$ cat config.mk
export PLATFORM = sky130hd
export DESIGN_NAME = uart_rx_pkt_ctrl
export DESIGN_NICKNAME = d
export VERILOG_FILES = /design/src/rtl/uart_pkg.sv /design/src/rtl/uart_gap_timer.sv /design/src/rtl/uart_rx_pkt_ctrl.sv
export SDC_FILE = /design/constraint.sdc
export NUM_CORES = 1
export LEC_CHECK = 0
export CORE_UTILIZATION = 51
export DETAILED_ROUTE_END_ITERATION = 8
export PLACE_DENSITY = 0.84
export SETUP_SLACK_MARGIN = 0.3
export SYNTH_ARGS = -nofsm -noshare
export SYNTH_HDL_FRONTEND = slang
export SYNTH_SLANG_ARGS = --single-unit
$ cat constraint.sdc
create_clock -name sys_clk -period 5.3 [get_ports sys_clk]
set_input_delay 0.795 -clock sys_clk [delete_from_list [all_inputs] [get_ports sys_clk]]
set_output_delay 0.795 -clock sys_clk [all_outputs]
set_load 0.01 [all_outputs]
$ cat src/rtl/uart_pkg.sv
// Shared constants for the UART packet sequencer: FSM encoding, error codes, defaults.
// No logic; latency n/a.
// Backpressure n/a.
package uart_pkg;

    localparam logic [1:0] ST_IDLE = 2'd0;
    localparam logic [1:0] ST_ADDR = 2'd1;
    localparam logic [1:0] ST_DATA = 2'd2;
    localparam logic [1:0] ST_CSUM = 2'd3;

    localparam logic [1:0] ERR_CSUM = 2'b01;
    localparam logic [1:0] ERR_TMO  = 2'b10;

    localparam logic [7:0]  HEADER_DEF  = 8'h55;
    localparam logic [15:0] TIMEOUT_DEF = 16'd8680;

    // Packet checksum is the 8-bit wrapping sum of address and data.
    function automatic logic [7:0] pkt_csum(input logic [7:0] addr, input logic [7:0] data);
        return addr + data;
    endfunction

endpackage

$ cat src/rtl/uart_gap_timer.sv
// Inter-byte gap timer; tc is high while enabled and the count sits at TIMEOUT_CYC.
// Latency: count registered, tc combinational from count.
// Backpressure: none; clr has priority over en.
module uart_gap_timer
    import uart_pkg::*;
#(
    parameter logic [15:0] TIMEOUT_CYC = TIMEOUT_DEF
) (
    input  logic sys_clk,
    input  logic rst_n,
    input  logic clr,
    input  logic en,
    output logic tc
);

    logic [15:0] cnt;

    always_ff @(posedge sys_clk or negedge rst_n) begin
        if (!rst_n) begin
            cnt <= 16'd0;
        end else if (clr) begin
            cnt <= 16'd0;
        end else if (en) begin
            cnt <= cnt + 16'd1;
        end
    end

    assign tc = en && (cnt == TIMEOUT_CYC);

endmodule

$ cat src/rtl/uart_rx_pkt_ctrl.sv
// Assembles header/addr/data/csum packets from UART bytes into write or error strobes; UART_PKT_STAT_EN adds counters.
// Latency: wr_en/err_stb high the cycle after the edge consuming the checksum byte (or the timeout).
// Backpressure: none; bytes are consumed on every rx_valid rising edge.
module uart_rx_pkt_ctrl
    import uart_pkg::*;
#(
    parameter logic [7:0]  HEADER      = HEADER_DEF,
    parameter logic [15:0] TIMEOUT_CYC = TIMEOUT_DEF
) (
    input  logic        sys_clk,
    input  logic        rst_n,
    input  logic        rx_valid,
    input  logic [7:0]  rx_data,
    output logic        wr_en,
    output logic [7:0]  wr_addr,
    output logic [7:0]  wr_data,
    output logic        err_stb,
    output logic [1:0]  err_code,
    output logic        busy,
    output logic [15:0] good_cnt,
    output logic [15:0] bad_cnt
);

    logic       rx_valid_d;
    logic       byte_stb;
    logic [1:0] state;
    logic [1:0] state_nxt;
    logic [7:0] addr_r;
    logic [7:0] data_r;
    logic       tc;
    logic       tmo;
    logic       accept;
    logic       reject;

    assign byte_stb = rx_valid & ~rx_valid_d;
    // A byte arriving on the terminal-count cycle beats the timeout.
    assign tmo      = tc & ~byte_stb;

    uart_gap_timer #(
        .TIMEOUT_CYC (TIMEOUT_CYC)
    ) u_gap_timer (
        .sys_clk (sys_clk),
        .rst_n   (rst_n),
        .clr     ((state == ST_IDLE) | byte_stb | tmo),
        .en      (state != ST_IDLE),
        .tc      (tc)
    );

    always_comb begin
        state_nxt = state;
        accept    = 1'b0;
        reject    = 1'b0;
        case (state)
            ST_IDLE: if (byte_stb && (rx_data == HEADER)) state_nxt = ST_ADDR;
            ST_ADDR: if (byte_stb) state_nxt = ST_DATA;
            ST_DATA: if (byte_stb) state_nxt = ST_CSUM;
            default: begin
                if (byte_stb) begin
                    state_nxt = ST_IDLE;
                    accept    = (rx_data == pkt_csum(addr_r, data_r));
                    reject    = (rx_data != pkt_csum(addr_r, data_r));
                end
            end
        endcase
        if (tmo) state_nxt = ST_IDLE;
    end

    always_ff @(posedge sys_clk or negedge rst_n) begin
        if (!rst_n) begin
            rx_valid_d <= 1'b1;
            state      <= ST_IDLE;
            addr_r     <= 8'd0;
            data_r     <= 8'd0;
            wr_en      <= 1'b0;
            wr_addr    <= 8'd0;
            wr_data    <= 8'd0;
            err_stb    <= 1'b0;
            err_code   <= 2'b00;
            busy       <= 1'b0;
        end else begin
            rx_valid_d <= rx_valid;
            state      <= state_nxt;
            busy       <= (state_nxt != ST_IDLE);
            wr_en      <= accept;
            err_stb    <= reject | tmo;
            if (byte_stb && (state == ST_ADDR)) addr_r <= rx_data;
            if (byte_stb && (state == ST_DATA)) data_r <= rx_data;
            if (accept) begin
                wr_addr <= addr_r;
                wr_data <= data_r;
            end
            if (reject) err_code <= ERR_CSUM;
            else if (tmo) err_code <= ERR_TMO;
        end
    end

`ifdef UART_PKT_STAT_EN
    always_ff @(posedge sys_clk or negedge rst_n) begin
        if (!rst_n) begin
            good_cnt <= 16'd0;
            bad_cnt  <= 16'd0;
        end else begin
            if (wr_en && (good_cnt != 16'hFFFF)) good_cnt <= good_cnt + 16'd1;
            if (err_stb && (bad_cnt != 16'hFFFF)) bad_cnt <= bad_cnt + 16'd1;
        end
    end
`else
    assign good_cnt = 16'd0;
    assign bad_cnt  = 16'd0;
`endif

endmodule

# Yosys cells after proc, flatten, opt, wreduce, memory -nomap -nowiden
# Index checks and enable logic that the tools add are counted.
[totals] register_bits=56 in_bits=11 elab_cells=50
[classes] n_addsub=2 n_eq_ne=6 mux=14 n_bitwise=7 reduce_logical=10
[ops] operator="2-to-1 mux 16 bit" count=2
[ops] operator="adder 16 x 1 -> 16 bit (second input constant)" count=1
[ops] operator="== test 16 x 14 -> 1 bit (second input constant)" count=1
[ops] operator="2-to-1 mux 2 bit" count=7
[ops] operator="adder 8 bit" count=1
[ops] operator="== test 8 x 7 -> 1 bit (second input constant)" count=1
[ops] operator="== test 8 bit" count=1
[ops] operator="!= test 8 bit" count=1
[ops] operator="nonzero test 2 bit" count=4
[ops] operator="one-hot mux 2 bit (3 select lines)" count=1
[ops] operator="logical AND 1 bit" count=4
[ops] operator="2-to-1 mux 1 bit" count=4
[ops] operator="OR 1 bit" count=3
[ops] operator="OR reduction 3 bit" count=1
[ops] operator="AND 1 bit" count=2
[ops] operator="== test 2 x 1 -> 1 bit (second input constant)" count=1
[ops] operator="== test 2 bit (second input constant)" count=1
[ops] operator="logical NOT 2 bit" count=1
[ops] operator="NOT 1 bit" count=2

# Longest topological paths before layout
[logic_depth] depth_word=7 ltp_mapped=9

# Hierarchy
# From an unflattened synthesis, not the netlist that was laid out.
[hier_totals] hier_cells=276 area_unflattened_um2=3039.2
[modules_own_cells] module="uart_rx_pkt_ctrl" instances=1 cells_each=183 area_each_um2=2174.6 seq_area_each_um2=1002.2
[modules_own_cells] module="uart_gap_timer" instances=1 cells_each=93 area_each_um2=864.6 seq_area_each_um2=400.4

# Least setup slack after synthesis
# OpenSTA, ideal clock, no wires.
[synth_timing] kind="reg2reg" startpoint="register addr_r[0]" endpoint="register wr_addr[0]" t_arrival_ns=2.931 required_ns=5.175 setup_slack_ns=2.244 stages_incl_launch_ff=10 path_buffers=1 synth_period_minus_slack_ns=3.056 path_cell_list="dfrtp_1 > ha_1 > fa_1 > a21o_1 > a21oi_2 > xnor2_1 > or4_4 > nor4b_4 > buf_8 > mux2_4"
[synth_between] elab_chain_cells=4
[synth_lines] element="start: declaration" line_no="uart_rx_pkt_ctrl.sv:28" source="logic [7:0] addr_r;"
[synth_lines] element="start signal: assignment" line_no="uart_rx_pkt_ctrl.sv:86" source="if (byte_stb && (state == ST_ADDR)) addr_r <= rx_data;"
[synth_lines] element="adder 8 bit" line_no="uart_pkg.sv:19" source="return addr + data;"
[synth_lines] element="== test 8 bit" line_no="uart_rx_pkt_ctrl.sv:60" source="accept = (rx_data == pkt_csum(addr_r, data_r));"
[synth_lines] element="2-to-1 mux 1 bit" line_no="uart_rx_pkt_ctrl.sv:58" source="if (byte_stb) begin"
[synth_lines] element="2-to-1 mux 1 bit" line_no="uart_rx_pkt_ctrl.sv:53" source="case (state)"
[synth_lines] element="net accept" line_no="uart_rx_pkt_ctrl.sv:32" source="logic accept;"
[synth_lines] element="end signal: assignment" line_no="uart_rx_pkt_ctrl.sv:89" source="wr_addr <= addr_r;"
[synth_lines] element="end: declaration" line_no="uart_rx_pkt_ctrl.sv:15" source="output logic [7:0] wr_addr,"
# The timed path passes the listed nets, and every way through them passes these cells.
# A chain may end at the register's enable or synchronous reset.

# Worst setup path in the final report
[layout_timing] startpoint="register addr_r[0]" endpoint="register wr_data[1]"
[layout_between] elab_chain_cells=4
[layout_lines] element="adder 8 bit" line_no="uart_pkg.sv:19"
[layout_lines] element="== test 8 bit" line_no="uart_rx_pkt_ctrl.sv:60"
[layout_lines] element="2-to-1 mux 1 bit" line_no="uart_rx_pkt_ctrl.sv:58"
[layout_lines] element="2-to-1 mux 1 bit" line_no="uart_rx_pkt_ctrl.sv:53"
[layout_lines] element="end signal: assignment" line_no="uart_rx_pkt_ctrl.sv:90" source="wr_data <= data_r;"
[layout_lines] element="end: declaration" line_no="uart_rx_pkt_ctrl.sv:16" source="output logic [7:0] wr_data,"
# No other way between the ends.

==> flow_metrics.tcl <==
set metrics [dict create \
    cts_hold_buffers 0 \
    tns_ns 0 \
    synth_mux_area_share_pct 13.6 \
    drtIter0Drc 101 \
    report.final.slew_viol_count 0 \
    dp_hpwl_mm 3.49 \
    viasPerCell 5.14 \
    vias 1877 \
    cts_setup_buffers 0 \
    startpoint "addr_r[0]" \
    p_int_mw 0.861 \
    drtAntennaViolNets 0 \
    synthSimpleGateAreaFrac_pct 12.7 \
    yosysSeqAreaShare_pct 47.2 \
    num_rows 27 \
    design.core.area_um2 5570 \
    ys_warn_count 0 \
    r2r_start "addr_r[0]" \
    die_w_um 78.4 \
    syn-cell-area_um2 2970 \
    firstDrtPassIters 4 \
    cts-resized-gates 0 \
    drv_cap 0 \
    crit_required_ns 5.50 \
    period_needed_ns 3.51 \
    min_path_type "register to register" \
    period_share_pct 66.3 \
    place.gp.congestion 0.856 \
    tritoncts "yes" \
    wire_per_inst_um 13.3 \
    comb_power_share_pct 40.4 \
    synth-seq-cells 56 \
    portBuffers 31 \
    die_h_um 78.4 \
    grt_max_degree 57 \
    power_density_nw_per_um2 408 \
    setup_viol 0 \
    power.share.sequential_pct 43.1 \
    worst_skew_pair.late_latency_ns 0.31 \
    ioPinCount 64 \
    final_common_cell "dfrtp_1" \
    holdWs_ns 0.491 \
    root_buffer "clkbuf_8" \
    synth_compound_area_share_pct 4.17 \
    rsz0062_at_grt "false" \
    clock-sinks 56 \
    crit_type "register to register" \
    start_kind "register" \
    syn_inst 257 \
    crit_path_end_kind "register" \
    relSlewSlack_pct 43.8 \
    synthAdderAreaFrac_pct 4.46 \
    grt_usage_pct 17.6 \
    worstPathMaxFanout 9 \
    rrSetupSlack_ns 1.79 \
    reg2reg_depth 9 \
    final_cell_mix "55 x dfrtp_1, 32 x conb_1, 30 x clkdlybuf4s50_1" \
    fin_skew_ns 0.0110 \
    final_nets 314 \
    total_power_mw 1.35 \
    layout-drive-gt1-share_pct 16.7 \
    dieArea_um2 6140 \
    hold_path_startpoint "u_gap_timer.cnt[0]" \
    numCtsBuffers 5 \
    finish.utilization_pct 59.5 \
    grt_pass1_vias 1762 \
    htreeDepth 2 \
    avgSynthCellArea_um2 11.6 \
    synth_xor_area_share_pct 7.95 \
    pwr-share-clk_pct 16.4 \
    arrival_ns 3.71 \
    initial_core_util_pct 53.3 \
    status "completed" \
    power_switching_share_pct 36.3 \
    synth_top_family_by_area "multiplexers" \
    yosysUniqueCellTypes 40 \
    area_growth_pct 11.5 \
    grt-ovfl-total 0 \
    clk_path_buf_depth 2 \
    p_sw_mw 0.491 \
    antenna_found_initial 0 \
    clkTransAtPathRegs_ns 0.10 \
    crit-reg2reg-capture "wr_data[1]" \
    fillers 453 \
    drt_wl_total_mm 4.87 \
    grt_pass1_wl_mm 8.36 \
    endpoint "wr_data[1]" \
    antenna-diode-count 0 \
    hold_viol_final 0 \
    worstMarginPinSlew_ns 0.840 \
    power.leakage_nw 1.56 \
    ir_worst_vdd_uv 183 \
    max_freq_ghz 0.285 \
    drc 0 \
]
-- sequential cells by signal (all words and copies together), names as in the netlist --
signal and flops:
err_stb 1, err_code 2, wr_en 1, busy 1
u_gap_timer.cnt 16, rx_valid_d 1, wr_addr 8, addr_r 8
wr_data 8, data_r 8, state 2
-- routing by layer --
metal / global-route usage, % / vias to the layer above / wire (um)
met2: 26.9 / 68 / 2200
met1: 24.4 / 916 / 2360
li1: - / 887 / -
met5: 0 / - / 0
met3: 3.84 / 6 / 226
met4: 7.04 / 0 / 78
-- final cells by class --
type                            count  area (um2)  area share [%]
Timing Repair Buffer               34         328            9.89
Multi-Input combinational cell    191        1390            42.1
Tap cell                           72        90.1            2.72
Sequential cell                    56        1400            42.3
Clock buffer                        5        68.8            2.08
Clock inverter                      2        12.5           0.378
Inverter                            5        18.8           0.566
-- logic make-up (layout without fill, tap and decap cells) --
family / Yosys count / count (layout)
AND/OR/NAND/NOR: 69 / 69
XOR/XNOR: 27 / 27
AO/OA/AOI/OAI: 20 / 20
multiplexers: 33 / 33
buffers and inverters: 41 / 46
adder cells (fa/ha/maj): 10 / 10
other: 1 / 32
flip-flops: 56 / 56
-- synth_stat cells, drive strengths merged --
| cell type | n | area (um2) |
|---|---|---|
| dfrtp | 55 | 1380 |
| conb | 1 | 3.75 |
| nor2 | 21 | 78.8 |
| nor4 | 1 | 6.26 |
| nor4b | 1 | 23.8 |
| inv | 5 | 18.8 |
| and2 | 1 | 6.26 |
| nor3b | 2 | 15.0 |
| and3 | 3 | 18.8 |
| nor3 | 4 | 20.0 |
| a21boi | 1 | 7.51 |
| or4 | 1 | 11.3 |
| clkbuf | 2 | 7.51 |
| xnor2 | 10 | 87.6 |
| nand4 | 4 | 25.0 |
| or2 | 1 | 6.26 |
| nand2 | 11 | 41.3 |
| o21bai | 1 | 7.51 |
| nand2b | 2 | 12.5 |
| and4 | 3 | 26.3 |
| ha | 9 | 113 |
| a211oi | 1 | 7.51 |
| fa | 1 | 20.0 |
| mux2 | 32 | 394 |
| or3b | 1 | 8.76 |
| dfstp | 1 | 26.3 |
| mux2i | 1 | 10.0 |
| nor2b | 1 | 6.26 |
| buf | 34 | 267 |
| a21oi | 9 | 48.8 |
| xor2 | 17 | 149 |
| nor4bb | 2 | 20.0 |
| nand3 | 10 | 50.1 |
| o21ai | 3 | 15.0 |
| o31ai | 1 | 7.51 |
| a21o | 4 | 30.0 |
-- worst min path at each step --
stage,endpoint,cells after the start
2_1_floorplan,u_gap_timer.cnt[0],1
3_5_place_dp,err_code[0],2
3_3_place_gp,err_code[0],2
4_1_cts,err_code[0],2
5_1_grt,wr_data[6],1
6_report,u_gap_timer.cnt[0],1
-- stage by stage --
| stage | area [um2] | worst slack [ns] | std cells |
|---|---|---|---|
| finish | 3310 | 1.79 | 365 |
| global route | 3310 | 1.64 | 365 |
| CTS | 3310 | 1.77 | 365 |
| detailed placement | 3230 | 1.66 | 358 |
| global placement | 3230 | 1.69 | 358 |
| floorplan | 3090 | 2.24 | 288 |
-- critical path, cell delays in order, from the launching register on --
cell and delay, ns:
dfrtp_1 0.42, ha_1 0.25, fa_1 0.44, a21o_1 0.19, a21oi_2 0.14, xnor2_1 0.08, or4_4 0.53, nor4b_4 0.68
buf_4 0.32, mux2_2 0.34
-- power groups by stage --
| stage | Sequential [mW] | Combinational, mW | Clock, mW |
|---|---|---|---|
| floorplan | 0.576 | 0.459 | 0 |
| global placement | 0.588 | 0.524 | 0 |
| detailed placement | 0.593 | 0.541 | 0 |
| CTS | 0.585 | 0.544 | 0.229 |
| global route | 0.598 | 0.608 | 0.245 |
| finish | 0.583 | 0.547 | 0.222 |
(Power assumes the default switching activity.)
